===== src/rtl/fpu_pkg.sv =====
// Shared FPU types: rounding modes, sqrt FSM states, exception flags and
// the canonical quiet-NaN mantissa used by every format.
package fpu;

  typedef enum logic [1:0] {EVEN, DOWN, UP, ZERO} fpu_round_mode_t;

  typedef enum logic [2:0] {IDLE, PREP, ITER, ROUND, DONE} fpu_sqrt_state_t;

  typedef struct packed {
    logic invalid;
    logic inexact;
  } fpu_flags_t;

  localparam int FPU_MAX_MANT = 64;

  // Quiet-NaN mantissa for a format: MSB set, rest clear. Callers truncate.
  function automatic logic [FPU_MAX_MANT-1:0] fpu_qnan_mant(input int unsigned mant_w);
    fpu_qnan_mant = FPU_MAX_MANT'(1) << (mant_w - 1);
  endfunction

endpackage


===== src/rtl/fpu_sqrt_step.sv =====
// One restoring radix-2 square-root iteration (purely combinational).
module fpu_sqrt_step #(
  parameter int ROOT_W = 26
) (
  input  logic [ROOT_W+1:0] rem,
  input  logic [ROOT_W-1:0] root,
  input  logic [1:0]        bits,
  output logic [ROOT_W+1:0] rem_nxt,
  output logic [ROOT_W-1:0] root_nxt
);

  logic [ROOT_W+1:0] rem_sh;
  logic [ROOT_W+2:0] trial;
  logic              ok;

  // The remainder never exceeds 2*root, so its top two bits are always
  // zero here and can be shifted out.
  assign rem_sh   = (ROOT_W+2)'({rem, bits});
  assign trial    = {1'b0, rem_sh} - {1'b0, root, 2'b01};
  assign ok       = ~trial[ROOT_W+2];
  assign rem_nxt  = ok ? trial[ROOT_W+1:0] : rem_sh;
  assign root_nxt = ROOT_W'({root, ok});

endmodule


===== src/rtl/fpu_sqrt_seq.sv =====
// Iterative IEEE-754 square root, any exponent/mantissa width, one root
// bit per cycle, valid/ready on both sides, all four rounding modes.
module fpu_sqrt_seq
  import fpu::*;
#(
  parameter int EXP_WIDTH  = 8,
  parameter int MANT_WIDTH = 23
) (
  input  logic                  clk,
  input  logic                  rst,
  input  logic                  in_valid,
  output logic                  in_ready,
  input  logic                  in_sign,
  input  logic [EXP_WIDTH-1:0]  in_exponent,
  input  logic [MANT_WIDTH-1:0] in_mantissa,
  input  fpu_round_mode_t       in_round_mode,
  output logic                  out_valid,
  input  logic                  out_ready,
  output logic                  out_sign,
  output logic [EXP_WIDTH-1:0]  out_exponent,
  output logic [MANT_WIDTH-1:0] out_mantissa,
  output logic                  out_invalid,
  output logic                  out_inexact
);

  localparam int N      = MANT_WIDTH + 3;
  localparam int SW     = MANT_WIDTH + 1;
  localparam int RW     = N + 2;
  localparam int EW     = EXP_WIDTH + 2;
  localparam int CW     = $clog2(N + 1);
  localparam int LW     = $clog2(SW + 1);
  localparam int BIAS_I = (1 << (EXP_WIDTH - 1)) - 1;
  localparam logic signed [EW-1:0] BIAS = EW'(BIAS_I);
  localparam logic [MANT_WIDTH-1:0] QNAN_MANT = MANT_WIDTH'(fpu_qnan_mant(MANT_WIDTH));

  fpu_sqrt_state_t        state;
  logic                   sign_q;
  logic [EXP_WIDTH-1:0]   exp_q;
  logic [MANT_WIDTH-1:0]  mant_q;
  fpu_round_mode_t        rm_q;
  logic [2*N-1:0]         rad_q;
  logic [RW-1:0]          rem_q;
  logic [N-1:0]           root_q;
  logic [CW-1:0]          cnt_q;
  logic signed [EW-1:0]   rexp_q;

  logic [RW-1:0]          rem_nxt;
  logic [N-1:0]           root_nxt;

  fpu_sqrt_step #(.ROOT_W(N)) u_step (
    .rem      (rem_q),
    .root     (root_q),
    .bits     (rad_q[2*N-1 -: 2]),
    .rem_nxt  (rem_nxt),
    .root_nxt (root_nxt)
  );

  assign in_ready = (state == IDLE) & ~rst;

  // Operand classification and normalisation
  logic exp_ones, exp_zero, mant_zero, is_nan, is_snan, is_zero, is_inf;
  assign exp_ones  = &exp_q;
  assign exp_zero  = ~|exp_q;
  assign mant_zero = ~|mant_q;
  assign is_nan    = exp_ones & ~mant_zero;
  assign is_snan   = is_nan & ~mant_q[MANT_WIDTH-1];
  assign is_zero   = exp_zero & mant_zero;
  assign is_inf    = exp_ones & mant_zero;

  logic [SW-1:0]        sig_raw, sig_norm;
  logic [LW-1:0]        lz;
  logic                 lz_found;
  logic signed [EW-1:0] e_pre, e_adj, rexp_init;
  logic [2*N-1:0]       rad_init;

  assign sig_raw = {~exp_zero, mant_q};

  always_comb begin
    lz       = '0;
    lz_found = 1'b0;
    for (int i = SW - 1; i >= 0; i--) begin
      if (!lz_found) begin
        if (sig_raw[i]) lz_found = 1'b1;
        else            lz       = lz + LW'(1);
      end
    end
  end

  assign sig_norm  = sig_raw << lz;
  assign e_pre     = exp_zero ? (EW'(1) - BIAS - signed'(EW'(lz)))
                              : (signed'(EW'(exp_q)) - BIAS);
  assign e_adj     = e_pre - signed'(EW'(e_pre[0]));
  assign rexp_init = (e_adj >>> 1) + BIAS;
  // Radicand is aligned so the root's top bit is the integer bit; an odd
  // exponent moves one factor of two into the radicand.
  assign rad_init  = e_pre[0] ? {sig_norm, {(MANT_WIDTH+5){1'b0}}}
                              : {1'b0, sig_norm, {(MANT_WIDTH+4){1'b0}}};

  // Rounding of the finished root: root = {significand, guard, round}
  logic          guard, sticky, lsb, rnd_up, carry;
  logic [SW:0]   sig_r;
  assign guard  = root_q[1];
  assign sticky = (|rem_q) | root_q[0];
  assign lsb    = root_q[2];

  always_comb begin
    rnd_up = 1'b0;
    case (rm_q)
      EVEN:    rnd_up = guard & (sticky | lsb);
      UP:      rnd_up = guard | sticky;
      default: rnd_up = 1'b0;
    endcase
  end

  assign sig_r = {1'b0, root_q[N-1:2]} + (SW+1)'(rnd_up);
  assign carry = sig_r[SW];

  always_ff @(posedge clk) begin
    if (rst) begin
      state        <= IDLE;
      out_valid    <= 1'b0;
      out_sign     <= 1'b0;
      out_exponent <= '0;
      out_mantissa <= '0;
      out_invalid  <= 1'b0;
      out_inexact  <= 1'b0;
      cnt_q        <= '0;
    end else begin
      case (state)
        IDLE: if (in_valid) begin
          sign_q <= in_sign;
          exp_q  <= in_exponent;
          mant_q <= in_mantissa;
          rm_q   <= in_round_mode;
          state  <= PREP;
        end
        PREP: begin
          out_inexact <= 1'b0;
          out_invalid <= 1'b0;
          if (is_nan || (sign_q && !is_zero)) begin
            out_sign     <= 1'b0;
            out_exponent <= '1;
            out_mantissa <= QNAN_MANT;
            out_invalid  <= is_nan ? is_snan : 1'b1;
            out_valid    <= 1'b1;
            state        <= DONE;
          end else if (is_zero || is_inf) begin
            out_sign     <= sign_q;
            out_exponent <= exp_q;
            out_mantissa <= '0;
            out_valid    <= 1'b1;
            state        <= DONE;
          end else begin
            rad_q  <= rad_init;
            rexp_q <= rexp_init;
            rem_q  <= '0;
            root_q <= '0;
            cnt_q  <= '0;
            state  <= ITER;
          end
        end
        ITER: begin
          rem_q  <= rem_nxt;
          root_q <= root_nxt;
          rad_q  <= rad_q << 2;
          cnt_q  <= cnt_q + CW'(1);
          if (cnt_q == CW'(N - 1)) state <= ROUND;
        end
        ROUND: begin
          out_sign     <= 1'b0;
          out_exponent <= EXP_WIDTH'(rexp_q + signed'(EW'(carry)));
          out_mantissa <= carry ? '0 : MANT_WIDTH'(sig_r);
          out_invalid  <= 1'b0;
          out_inexact  <= guard | sticky;
          out_valid    <= 1'b1;
          state        <= DONE;
        end
        DONE: if (out_ready) begin
          out_valid <= 1'b0;
          state     <= IDLE;
        end
        default: state <= IDLE;
      endcase
    end
  end

endmodule

===== config.mk =====
export PLATFORM = sky130hd
export DESIGN_NAME = fpu_sqrt_seq
export DESIGN_NICKNAME = d
export VERILOG_FILES = /design/src/rtl/fpu_pkg.sv /design/src/rtl/fpu_sqrt_step.sv /design/src/rtl/fpu_sqrt_seq.sv
export SDC_FILE = /design/constraint.sdc
export NUM_CORES = 1
export LEC_CHECK = 0
export ABC_CLOCK_PERIOD_IN_PS = 18700
export CAP_MARGIN = 20
export CORE_UTILIZATION = 43
export CTS_CLUSTER_SIZE = 14
export DETAILED_ROUTE_END_ITERATION = 16
export MAX_ROUTING_LAYER = met4
export PLACE_DENSITY = 0.72
export SLEW_MARGIN = 0
export SYNTH_ARGS = -nofsm -noshare
export SYNTH_HDL_FRONTEND = slang
export SYNTH_SLANG_ARGS = --single-unit

===== constraint.sdc =====
create_clock -name clk -period 18.7 [get_ports clk]
set_clock_uncertainty 0.05 [all_clocks]
set_input_delay 5.61 -clock clk [delete_from_list [all_inputs] [get_ports clk]]
set_output_delay 5.61 -clock clk [all_outputs]
set_load 0.02 [all_outputs]

==> impl_metrics.prom <==
# TYPE chip_impl_metric gauge
chip_impl_metric{name="dp_cells",unit=""} 1850
chip_impl_info{name="layout.cells.most_common",value="sky130_fd_sc_hd__nor2_1"} 1
chip_impl_metric{name="detailroute.via_count",unit=""} 11000
chip_impl_info{name="mostFrequentLayoutCells",value="sky130_fd_sc_hd__nor2_1, sky130_fd_sc_hd__nand2_1, sky130_fd_sc_hd__edfxtp_1"} 1
chip_impl_metric{name="postLayoutCoreUtil",unit=""} 0.494
chip_impl_metric{name="timing_hold_violations_final",unit=""} 0
chip_impl_metric{name="power_frac_comb",unit=""} 0.109
chip_impl_metric{name="clk_latency",unit="ns"} 0.45
chip_impl_metric{name="power.net_switching",unit="mW"} 0.239
chip_impl_metric{name="initial_utilization",unit=""} 0.437
chip_impl_metric{name="cts.sink_count",unit=""} 164
chip_impl_metric{name="power.static_leakage",unit="nW"} 5.24
chip_impl_metric{name="nets",unit=""} 1581
chip_impl_metric{name="numCtsBuffers",unit=""} 17
chip_impl_metric{name="combined_area_of_the_multi_input_logic_cells",unit="mm²"} 0.00756
chip_impl_metric{name="yosys_register_bits",unit=""} 164
chip_impl_metric{name="clock.fmax",unit="MHz"} 66.9
chip_impl_metric{name="grt_use_total",unit=""} 0.225
chip_impl_metric{name="layout_worst_path_cycle_share",unit=""} 0.800
chip_impl_metric{name="timing.critical_path.fanout_max",unit=""} 10
chip_impl_metric{name="grt_first_pass_wirelength",unit="µm"} 53500
chip_impl_metric{name="synth.yosys.warnings",unit=""} 0
chip_impl_info{name="path_class",value="reg -> reg"} 1
chip_impl_metric{name="synth_mux_area_frac",unit=""} 0.0398
chip_impl_metric{name="final_worst_path_period_need",unit="ns"} 14.96
chip_impl_metric{name="average_footprint_of_a_synthesized_cell",unit="µm²"} 8.64
chip_impl_metric{name="antenna_cells_inserted",unit=""} 0
chip_impl_metric{name="die-width",unit="µm"} 173
chip_impl_metric{name="htreeDepth",unit=""} 4
chip_impl_metric{name="core_area",unit="mm²"} 0.0288
chip_impl_metric{name="power-per-cell-area",unit="mW/mm²"} 61.2
chip_impl_info{name="tritoncts_clock_tree",value="built"} 1
chip_impl_metric{name="post_synth_xor_area_fraction",unit=""} 0.0881
chip_impl_info{name="master_cell_of_the_clock_root_buffer",value="sky130_fd_sc_hd__clkbuf_16"} 1
chip_impl_metric{name="first_global_vias",unit=""} 10500
chip_impl_metric{name="die_ar",unit="mm²"} 0.0300
chip_impl_metric{name="netSwitchingFraction",unit=""} 0.274
chip_impl_metric{name="postRouteWirelength",unit="µm"} 32600
chip_impl_info{name="status",value="completed"} 1
chip_impl_metric{name="timing.critical_path.slowest_cell_delay",unit="ns"} 0.65
chip_impl_info{name="postSynth.topFlopCell",value="sky130_fd_sc_hd__edfxtp_1"} 1
chip_impl_metric{name="share_seq_of_total_power",unit=""} 0.481
chip_impl_metric{name="synth.net_count",unit=""} 1551
chip_impl_metric{name="drt_iter0_markers",unit=""} 888
chip_impl_metric{name="fin_cells",unit=""} 1883
chip_impl_metric{name="post_place_setup_slack",unit="ns"} 4.08
chip_impl_metric{name="yosysUniqueCellTypes",unit=""} 88
chip_impl_metric{name="cts_hold_buf",unit=""} 0
chip_impl_metric{name="sequential_cell_area",unit="mm²"} 0.00449
chip_impl_metric{name="ant_nets",unit=""} 0
chip_impl_metric{name="number_of_enable_type_register_cells_in_the_synthesized_netlist",unit=""} 121
chip_impl_metric{name="avgViaCountPerCell",unit=""} 5.86
chip_impl_metric{name="worst_slack",unit="ns"} 3.74
chip_impl_metric{name="data_arrival_critical_path",unit="ns"} 15.10
chip_impl_metric{name="cts_resized",unit=""} 0
chip_impl_metric{name="cp_num_buf_inv",unit=""} 7
chip_impl_info{name="cp_top_family",value="compound AO/OA/AOI/OAI gates"} 1
chip_impl_metric{name="mappedNetlistArea",unit="mm²"} 0.0126
chip_impl_metric{name="synth_adder_area_share",unit=""} 0.0614
chip_impl_metric{name="synth-simple-area-share",unit=""} 0.227
chip_impl_metric{name="fin_tns_setup",unit="ns"} 0
chip_impl_metric{name="synth-compound-area-share",unit=""} 0.181
chip_impl_metric{name="drt_pre_antenna_iters",unit=""} 5
chip_impl_metric{name="rows",unit=""} 62
chip_impl_metric{name="post_cts.repair.setup_buffers",unit=""} 0
chip_impl_info{name="synth_top_family_by_area",value="simple AND/OR/NAND/NOR gates"} 1
chip_impl_metric{name="slew_viol_final",unit=""} 0
chip_impl_metric{name="drc_errors",unit=""} 0
chip_impl_metric{name="routabilityCongestion",unit=""} 0.912
chip_impl_info{name="start_kind",value="flip-flop"} 1
chip_impl_metric{name="detailedPlacementHpwl",unit="µm"} 23900
chip_impl_info{name="setup_repair_after_global_routing_missed_its_margin",value="false"} 1
chip_impl_metric{name="globalRoute.totalOverflow",unit=""} 0
chip_impl_metric{name="wire_per_inst",unit="µm"} 17.3
chip_impl_metric{name="timing.max_cap.violations",unit=""} 0
chip_impl_metric{name="slew-limit-headroom",unit=""} 0.303
chip_impl_metric{name="intPower",unit="mW"} 0.632
chip_impl_metric{name="p_clk_frac",unit=""} 0.410
chip_impl_metric{name="port_buffers",unit=""} 73
chip_impl_metric{name="synth_async_sr_flop_share",unit=""} 0
chip_impl_metric{name="setup_viol",unit=""} 0
chip_impl_metric{name="antenna_found_initial",unit=""} 0
chip_impl_metric{name="synthCells",unit=""} 1456
chip_impl_metric{name="signed_area_change_from_the_synthesized_netlist_to_the_final_layout",unit="%"} 13.1
chip_impl_metric{name="grt_max_degree",unit=""} 80
chip_impl_metric{name="buffers_from_clock_root_to_sink_at_most",unit=""} 2
chip_impl_info{name="crit_slowest_cell",value="sky130_fd_sc_hd__or4b_1"} 1
chip_impl_metric{name="synth-seq-area-share",unit=""} 0.357
chip_impl_metric{name="drive_gt1_frac",unit=""} 0.0754
chip_impl_metric{name="path_clk_slew",unit="ns"} 0.07
chip_impl_info{name="cp-end-kind",value="flip-flop"} 1
chip_impl_metric{name="critPathRequiredTime",unit="ns"} 18.84
chip_impl_metric{name="irDropWorstVdd",unit="V"} 0.0000530
chip_impl_metric{name="worstMarginPinSlew",unit="ns"} 1.04
chip_impl_info{name="worstHoldPathType",value="reg -> reg"} 1
chip_impl_metric{name="ioPinCount",unit=""} 74
chip_impl_info{name="cp_common_cell",value="sky130_fd_sc_hd__ha_1"} 1
chip_impl_metric{name="nFillCells",unit=""} 2701
chip_impl_metric{name="vertical_extent_of_the_die",unit="µm"} 173
==> stage by stage <==
step                cell area [µm²]  total power [mW]  hold slack, ns
finish                        14200             0.870           0.400
global route                  14200             0.898           0.424
CTS                           14200             0.874           0.403
detailed placement            13600             0.520           0.395
global placement              13600             0.518           0.389
floorplan                     12600             0.488           0.409
==> routing by layer <==
| metal | track usage | share of wire | vias to the layer above |
|---|---|---|---|
| met3 | 0.0264 | 0.051 | 52 |
| li1 | - | - | 5359 |
| met1 | 0.294 | 0.45 | 5252 |
| met5 | - | 0 | - |
| met2 | 0.362 | 0.48 | 364 |
| met4 | 0.0704 | 0.020 | 0 |
==> power groups by stage <==
stage                     clock network (mW)  logic [mW]  registers (mW)
after floorplan                            0      0.0681           0.420
after global placement                     0      0.0926           0.426
after detailed placement                   0      0.0941           0.426
after CTS                              0.361      0.0949           0.418
after global routing                   0.372       0.105           0.420
final                                  0.357      0.0950           0.418
==> worst min-delay path, cell delays in order (launching register included) <==
cell and delay, ns:
sky130_fd_sc_hd__dfxtp_1 0.31, sky130_fd_sc_hd__nand2_1 0.05, sky130_fd_sc_hd__a21oi_1 0.05
==> area by class of cell <==
cell class	count	share of cell area
Multi-Input combinational cell	1146	0.532
Timing Repair Buffer	89	0.0603
Tap cell	384	0.0338
Inverter	68	0.0179
Clock buffer	18	0.0302
Sequential cell	164	0.316
Clock inverter	14	0.0104
==> path summary, 6_finish.rpt <==
kind | slack [ns] | startpoint | depth (start not counted) | end
max reg2reg | 3.74 | exp_q[0]$_DFFE_PP_ | 71 | rexp_q[7]$_DFFE_PP_
max | 3.74 | exp_q[0]$_DFFE_PP_ | 71 | rexp_q[7]$_DFFE_PP_
min | 0.40 | out_exponent[7]$_SDFFE_PP0P_ | 2 | out_exponent[7]$_SDFFE_PP0P_
min reg2reg | 0.40 | out_exponent[7]$_SDFFE_PP0P_ | 2 | out_exponent[7]$_SDFFE_PP0P_
==> sequential cells by signal (all words and copies together), names as in the netlist, 2 cells and up <==
signal	flops
rem_q	28
mant_q	23
root_q	26
rad_q	25
rexp_q	8
cnt_q	5
exp_q	8
state	3
rm_q	2
out_mantissa	23
out_exponent	8
==> Yosys cell counts, types with 5 or more instances <==
cell                        count  share of area
sky130_fd_sc_hd__and2_1        12         0.0060
sky130_fd_sc_hd__o21ai_0       51          0.020
sky130_fd_sc_hd__ha_1          57          0.057
sky130_fd_sc_hd__a311oi_1       8         0.0056
sky130_fd_sc_hd__a2111oi_0      7         0.0049
sky130_fd_sc_hd__edfxtp_1     121           0.29
sky130_fd_sc_hd__or2_2          6         0.0030
sky130_fd_sc_hd__nand3_1       37          0.015
sky130_fd_sc_hd__clkbuf_1      63          0.019
sky130_fd_sc_hd__nand2b_1      16         0.0080
sky130_fd_sc_hd__mux2_2        16          0.014
sky130_fd_sc_hd__nor3_1        36          0.014
sky130_fd_sc_hd__xnor2_1       76          0.053
sky130_fd_sc_hd__nor3b_1        6         0.0036
sky130_fd_sc_hd__or3_1         19         0.0094
sky130_fd_sc_hd__o31ai_1       10         0.0060
sky130_fd_sc_hd__a21oi_1       97          0.039
sky130_fd_sc_hd__and3_1        17         0.0084
sky130_fd_sc_hd__mux2i_1       32          0.025
sky130_fd_sc_hd__dfxtp_1       43          0.068
sky130_fd_sc_hd__xnor2_2        5         0.0065
sky130_fd_sc_hd__nor2b_1       17         0.0084
sky130_fd_sc_hd__xor2_2         5         0.0065
sky130_fd_sc_hd__a211oi_1      18          0.011
sky130_fd_sc_hd__maj3_1         6         0.0048
sky130_fd_sc_hd__inv_1         67          0.020
sky130_fd_sc_hd__a21o_1        16         0.0095
sky130_fd_sc_hd__a31oi_1       16         0.0080
sky130_fd_sc_hd__nand2_1      153          0.046
sky130_fd_sc_hd__or4_1          7         0.0042
sky130_fd_sc_hd__nand4_1       16         0.0080
sky130_fd_sc_hd__o221ai_1       5         0.0035
sky130_fd_sc_hd__o21a_1        18          0.011
sky130_fd_sc_hd__nand3b_1       6         0.0036
sky130_fd_sc_hd__nor4_1        23          0.011
sky130_fd_sc_hd__o211ai_1       8         0.0048
sky130_fd_sc_hd__nor2_1       193          0.058
sky130_fd_sc_hd__xor2_1        24          0.017
sky130_fd_sc_hd__buf_2         10         0.0040
sky130_fd_sc_hd__a22oi_1       28          0.017
==> cell families after synthesis <==
logic type / after synthesis
adder cells (fa/ha/maj): 63
buffers and inverters: 146
AO/OA/AOI/OAI: 339
AND/OR/NAND/NOR: 583
multiplexers: 48
XOR/XNOR: 113
flip-flops: 164
Power figures use the tool's default switching activity.
